File: config.mk
export PLATFORM = sky130hd
export DESIGN_NAME = adc_serial_capture
export DESIGN_NICKNAME = d
export VERILOG_FILES = /design/src/rtl/adc_serial_capture.sv
export SDC_FILE = /design/constraint.sdc
export NUM_CORES = 1
export LEC_CHECK = 0
export CELL_PAD_IN_SITES_DETAIL_PLACEMENT = 0
export CELL_PAD_IN_SITES_GLOBAL_PLACEMENT = 2
export CORE_ASPECT_RATIO = 1.25
export CORE_MARGIN = 8
export CORE_UTILIZATION = 39
export CTS_CLUSTER_DIAMETER = 120
export DETAILED_ROUTE_END_ITERATION = 16
export PLACE_DENSITY = 0.92
export SKIP_LAST_GASP = 1
export SYNTH_ARGS = -nofsm -noshare
export SYNTH_HDL_FRONTEND = slang
export SYNTH_SLANG_ARGS = --single-unit
File: constraint.sdc
create_clock -name clk -period 5.6 [get_ports clk]
set_input_delay 1.12 -clock clk [delete_from_list [all_inputs] [get_ports clk]]
set_output_delay 1.12 -clock clk [all_outputs]
set_load 0.02 [all_outputs]
File: src/rtl/adc_serial_capture.sv
`default_nettype none
// ============================================================================
// Module  : adc_serial_capture
// Brief   : SPI-style ADC front end; drives CS/SCLK, deserialises MSB-first
//           conversions into words with a valid strobe and a frame counter.
// Rev     : 1.0
// ============================================================================
module adc_serial_capture #(
  parameter int CLK_DIV   = 2,
  parameter int DATA_BITS = 16,
  parameter int CONV_GAP  = 4
) (
  input  logic                 clk,
  input  logic                 rst,
  input  logic                 enable_in,
  input  logic                 sdata_in,
  output logic                 sclk_out,
  output logic                 cs_n_out,
  output logic [DATA_BITS-1:0] data_out,
  output logic                 data_valid_out,
  output logic                 busy_out,
  output logic [15:0]          sample_count_out
);

  localparam int DIV_MAX = (CLK_DIV > CONV_GAP) ? CLK_DIV : CONV_GAP;
  localparam int CNT_W   = $clog2(DIV_MAX + 1);
  localparam int BIT_W   = $clog2(DATA_BITS + 1);

  localparam logic [CNT_W-1:0] DIV_LAST = CNT_W'(CLK_DIV - 1);
  localparam logic [CNT_W-1:0] GAP_LAST = CNT_W'(CONV_GAP - 1);
  localparam logic [BIT_W-1:0] BIT_LAST = BIT_W'(DATA_BITS - 1);

  typedef enum logic [2:0] {
    S_IDLE  = 3'd0,
    S_SETUP = 3'd1,
    S_SHIFT = 3'd2,
    S_HOLD  = 3'd3,
    S_GAP   = 3'd4
  } state_t;

  state_t                 state_q, state_d;
  logic [CNT_W-1:0]       div_q, div_d;
  logic [BIT_W-1:0]       bit_q, bit_d;
  logic                   sclk_q, sclk_d;
  logic                   cs_n_q, cs_n_d;
  logic                   busy_q, busy_d;
  logic                   valid_q, valid_d;
  logic [DATA_BITS-1:0]   shift_q, shift_d;
  logic [DATA_BITS-1:0]   data_q, data_d;
  logic [15:0]            sample_count_q, sample_count_d;
  logic                   w_div_end;

  assign w_div_end = (div_q == DIV_LAST);

  always_ff @(posedge clk or posedge rst) begin
    if (rst) begin
      state_q        <= S_IDLE;
      div_q          <= '0;
      bit_q          <= '0;
      sclk_q         <= 1'b1;
      cs_n_q         <= 1'b1;
      busy_q         <= 1'b0;
      valid_q        <= 1'b0;
      shift_q        <= '0;
      data_q         <= '0;
      sample_count_q <= '0;
    end else begin
      state_q        <= state_d;
      div_q          <= div_d;
      bit_q          <= bit_d;
      sclk_q         <= sclk_d;
      cs_n_q         <= cs_n_d;
      busy_q         <= busy_d;
      valid_q        <= valid_d;
      shift_q        <= shift_d;
      data_q         <= data_d;
      sample_count_q <= sample_count_d;
    end
  end

  always_comb begin
    state_d        = state_q;
    div_d          = div_q;
    bit_d          = bit_q;
    sclk_d         = sclk_q;
    cs_n_d         = cs_n_q;
    busy_d         = busy_q;
    valid_d        = 1'b0;
    shift_d        = shift_q;
    data_d         = data_q;
    sample_count_d = sample_count_q;

    case (state_q)
      S_IDLE: begin
        sclk_d = 1'b1;
        cs_n_d = 1'b1;
        busy_d = 1'b0;
        div_d  = '0;
        if (enable_in) begin
          state_d = S_SETUP;
          cs_n_d  = 1'b0;
          busy_d  = 1'b1;
        end
      end

      S_SETUP: begin
        if (w_div_end) begin
          state_d = S_SHIFT;
          sclk_d  = 1'b0;
          div_d   = '0;
          bit_d   = '0;
        end else begin
          div_d = div_q + 1'b1;
        end
      end

      S_SHIFT: begin
        if (w_div_end) begin
          div_d = '0;
          if (!sclk_q) begin
            // Rising SCLK edge: the ADC's bit has been stable for a full low half.
            sclk_d  = 1'b1;
            shift_d = {shift_q[DATA_BITS-2:0], sdata_in};
            if (bit_q == BIT_LAST) begin
              state_d = S_HOLD;
            end
          end else begin
            sclk_d = 1'b0;
            bit_d  = bit_q + 1'b1;
          end
        end else begin
          div_d = div_q + 1'b1;
        end
      end

      S_HOLD: begin
        if (w_div_end) begin
          state_d        = S_GAP;
          cs_n_d         = 1'b1;
          div_d          = '0;
          data_d         = shift_q;
          valid_d        = 1'b1;
          sample_count_d = sample_count_q + 16'd1;
        end else begin
          div_d = div_q + 1'b1;
        end
      end

      S_GAP: begin
        if (div_q == GAP_LAST) begin
          div_d = '0;
          if (enable_in) begin
            state_d = S_SETUP;
            cs_n_d  = 1'b0;
          end else begin
            state_d = S_IDLE;
            busy_d  = 1'b0;
          end
        end else begin
          div_d = div_q + 1'b1;
        end
      end

      default: begin
        state_d = S_IDLE;
        sclk_d  = 1'b1;
        cs_n_d  = 1'b1;
        busy_d  = 1'b0;
        div_d   = '0;
      end
    endcase
  end

  assign sclk_out         = sclk_q;
  assign cs_n_out         = cs_n_q;
  assign data_out         = data_q;
  assign data_valid_out   = valid_q;
  assign busy_out         = busy_q;
  assign sample_count_out = sample_count_q;

endmodule
`default_nettype wire

# After elaboration in Yosys (flattened, before gate mapping)

Index checks and enable logic that the tools add are counted.

Bits in registers: 63
Output and inout port bits: 36
Word-level logic and storage cells: 77

$add $sub $neg: 3
Eq/ne operators: 17
Mux-type cells: 31
Bitwise gates (word level): 4
Reductions and logical operators: 12

Operator list:

| cell                                                 | count |
|---|---|
| 2-to-1 mux 3 bit                                     | 9 |
| != test 2 bit (second input constant)                | 10 |
| adder 16 x 1 -> 16 bit (second input constant)       | 1 |
| 2-to-1 mux 5 bit                                     | 3 |
| one-hot mux 3 bit (5 select lines)                   | 1 |
| 2-to-1 mux 1 bit                                     | 13 |
| one-hot mux 5 bit (2 select lines)                   | 1 |
| equality test 3 x 2 -> 1 bit (second input constant) | 3 |
| AND reduction 3 bit                                  | 3 |
| AND reduction 4 bit                                  | 2 |
| AND reduction 7 bit                                  | 1 |
| equality test 3 x 1 -> 1 bit (second input constant) | 2 |
| one-hot mux 1 bit (3 select lines)                   | 2 |
| one-hot mux 3 bit (2 select lines)                   | 1 |
| adder 5 x 1 -> 5 bit (second input constant)         | 1 |
| equality test 5 x 4 -> 1 bit (second input constant) | 1 |
| inverter 1 bit                                       | 4 |
| one-hot mux 1 bit (4 select lines)                   | 1 |
| OR reduction 2 bit                                   | 2 |
| adder 3 x 1 -> 3 bit (second input constant)         | 1 |
| equality test 3 bit (second input constant)          | 1 |
| zero test 3 bit                                      | 1 |
| OR reduction 3 bit                                   | 1 |
| AND reduction 2 bit                                  | 1 |
| nonzero test 2 bit                                   | 1 |

# Logic depth before layout (Yosys ltp)

Depth after elaboration: 5
Mapped depth: 8
Mapped depth without buffers: 7

# Worst setup path before layout

Ideal clock, no wire load.

Path type: flip-flop to output port
Start: reg sclk_q (netlist: sclk_out)
End: out sclk_out
Data arrival time: 0.590 ns
Required time: 4.480 ns
Setup slack: 3.890 ns
Cell stages (with the launch flop): 1
Cells stage by stage: dfstp_2

RTL lines:

| element                | RTL line | RTL |
|---|---|---|
| start, declared        | 44       | `logic sclk_q, sclk_d;` |
| start signal, assigned | 71       | `sclk_q <= sclk_d;` |
| end, declared          | 17       | `output logic sclk_out,` |

No word-level cell between the ends.

# Worst setup path after layout

Start: reg sclk_q (netlist: sclk_out)
End: out sclk_out

No word-level cell between the ends.

==> summary.txt <==
Outcome
  • Outcome: finished, final reports clean

Clock network
  • CTS Buf Count: 9
  • Cts hold-fix bufs: 0
  • Postcts setup bufs: 0
  • Clock transition at the registers of the reported paths: 0.07 ns
  • Post-CTS sizing: 0
  • CTS Sinks: 63
  • TritonCTS clock tree: done
  • CTS max path bufs: 2
  • Worst-Skew Late Latency: 0.33 ns
  • H-Tree Depth: 3
  • CTS root buf: clkbuf_8

Power and ir drop
  • PwrDens: 355 nW/um^2
  • Total power draw: 1.20 mW
  • Maximum vdd drop: between 0.0002 and 0.00025 V
  • Leak pwr: 1.62 nW

Final layout
  • Diode count: 0
  • Layout cells sized above 1: 21.5%
  • Filler cell count in the final layout: 623
  • Synth-to-Final Area Change: 22.0%
  • Most frequent cells in the layout: 61 x dfrtp_1, 39 x clkdlybuf4s50_1, 32 x mux2_2
  • Final instance area: 3370 um^2
  • Nets: 272
  • Most common cell after layout, fill and taps aside: dfrtp_1

Global route
  • GRT Total Usage: 10.8%
  • Gr ovfl total: 0
  • Largest net degree at the start of global routing: 64
  • Vias in the first global route: 1841
  • Initial antenna violation count: 0
  • First-pass GRT wire length: 8.67 mm

Floorplan
  • Die width: 91.3 um
  • Chip height: ~110 um
  • Die area: 10100 um^2
  • Top Ports: 40
  • Row cnt: 34
  • Starting Density: about two fifths
  • Std-Cell Core Area: approximately 6900 um^2

Critical path
  • Endpoint type of the worst setup path: output port
  • Reg2Reg Setup Slack: 3.31 ns
  • Crit Path Max Fanout: 6
  • Top Family by Delay on Critical Path: buffers and inverters
  • Slowest CP cell: clkdlybuf4s50_1
  • Buf/Inv on CP: 1
  • Worst path max stage delay: 0.62 ns
  • CP Launch Type: register
  • Worst EP arrival: roughly 1.5 ns
  • CP cell instances: clkdlybuf4s50_1
  • Worst EP required: 4.48 ns
  • Crit Path Category: reg2out

Synth
  • Async SR Flop Fraction: 100%
  • Number of synthesized flops with an enable pin: 0
  • Cells after Synth: 217
  • Post-synthesis cell type count: 41
  • Post-Syn Area: 2760 um^2
  • Flops & latches, synth: 63
  • Share of the synthesized area in the top cell type: 55.2%
  • Synthesis Warnings: 0
  • Net Count, Synth: 228
  • Synth area leader: dfrtp_1
  • Mean Syn Cell Area: ~13 um^2
  • Synth top area cells: dfrtp_1 55%, mux2_2 13%, xor2_1 4.1%
  • Proportion of synthesized chip area in sequential cells: a little under three fifths
  • Synth Flop Type: dfrtp_1

Flow run
  • Max_cap viols: 0

Place
  • Dpl hpwl: about 3.5 mm
  • Pre-CTS WS: 3.27 ns
  • Placed Instance Area: 3210 um^2
  • Gpl congestion: 0.679
  • I/O Buffers: 39

Routing
  • WL/cell: between 10 and 15 um
  • Routed WL: 5.08 mm
  • First-pass detailed-route iteration total: 4
  • Initial DRC count: 92
  • Remaining antenna violation count: 0
  • Routed vias: 1737
  • DR DRC count: 0
  • Vias per cell: 4.89

STA
  • Setup TNS: 0 ns
  • Clk_skew: 0.00490 ns
  • Hold Vio Cnt, Final: 0
  • Max transition margin: 34.2%
  • Highest Clock Rate: 0.379 GHz
  • Final setup fails: 0
  • Tmin final: 2.64 ns
  • Slew @ Worst Pin: 0.988 ns
  • Final worst slack: 2.96 ns
  • Max-slew violations: 0
  • Fin crit share: 47.1%
  • RSZ-0062 raised after global routing: no

Min path
  • Worst min-delay path class: reg2reg
[per-stage QoR]
stage	hold slack, ns	util [%]	cells
6_report	0.469	48.6	355
5_1_grt	0.492	48.6	355
4_1_cts	0.474	48.6	355
3_5_place_dp	0.462	46.2	340
3_3_place_gp	0.458	46.2	340
2_1_floorplan	0.437	-	217
[path summary, 6_finish.rpt]
check,start,to,depth (start not counted)
worst max-delay path,sclk_out,sclk_out,1
worst min-delay path,sample_count_out[15],sample_count_out[15],1
worst max register to register,state_q[2],data_out[3],3
worst min register to register,sample_count_out[15],sample_count_out[15],1
max in group asynchronous,rst,shift_q[8],3
min in group asynchronous,rst,busy_out,3
[layout make-up]
| cell class | count | area [um^2] | area share (%) |
|---|---|---|---|
| Sequential cell | 63 | 1580 | 46.8 |
| Multi-Input combinational cell | 139 | 1090 | 32.3 |
| Timing Repair Buffer | 40 | 398 | 11.8 |
| Clock buffer | 11 | 141 | 4.19 |
| Tap cell | 90 | 113 | 3.34 |
| Inverter | 8 | 30.0 | 0.891 |
| Clock inverter | 4 | 22.5 | 0.668 |
[Yosys cell counts, drive strengths merged (4+ instances only)]
master  count
buf         6
nand2      14
o21ai       6
dfrtp      61
and2        4
xor2       13
nor3        4
nor2       16
ha          7
inv         8
nand3       6
nor2b       4
mux2       34
[report_power, final]
part / leakage, nW / internal (mW) / switching [mW] / total (mW)
clock network: 0.0850 / 0.168 / 0.164 / 0.332
registers: 0.858 / 0.515 / 0.0632 / 0.578
logic: 0.673 / 0.138 / 0.147 / 0.285
[layer usage]
layer  share of wire, %  track usage, %  vias up
li1                   -               -      836
met1                 43            12.1      859
met2                 50            17.9       35
met3                5.0            2.71        7
met4                2.1            7.74        0
met5                  0               0        -
[sequential cells by signal (all words and copies together), names as in the netlist, 3 cells and up]
name / cells
data_out: 16
sample_count_out: 16
shift_q: 16
bit_q: 5
div_q: 3
state_q: 3
[cell families (layout without fill, tap and decap cells)]
logic type	count (synthesis)	after routing	synth area share (%)
flip-flops	63	63	57.1
XOR/XNOR	16	16	5.07
AND/OR/NAND/NOR	64	64	12.7
multiplexers	35	35	14.2
AO/OA/AOI/OAI	17	17	4.21
adder cells (fa/ha/maj)	7	7	3.17
buffers and inverters	15	63	3.53
Note: power is estimated with default switching activity, not from simulation.
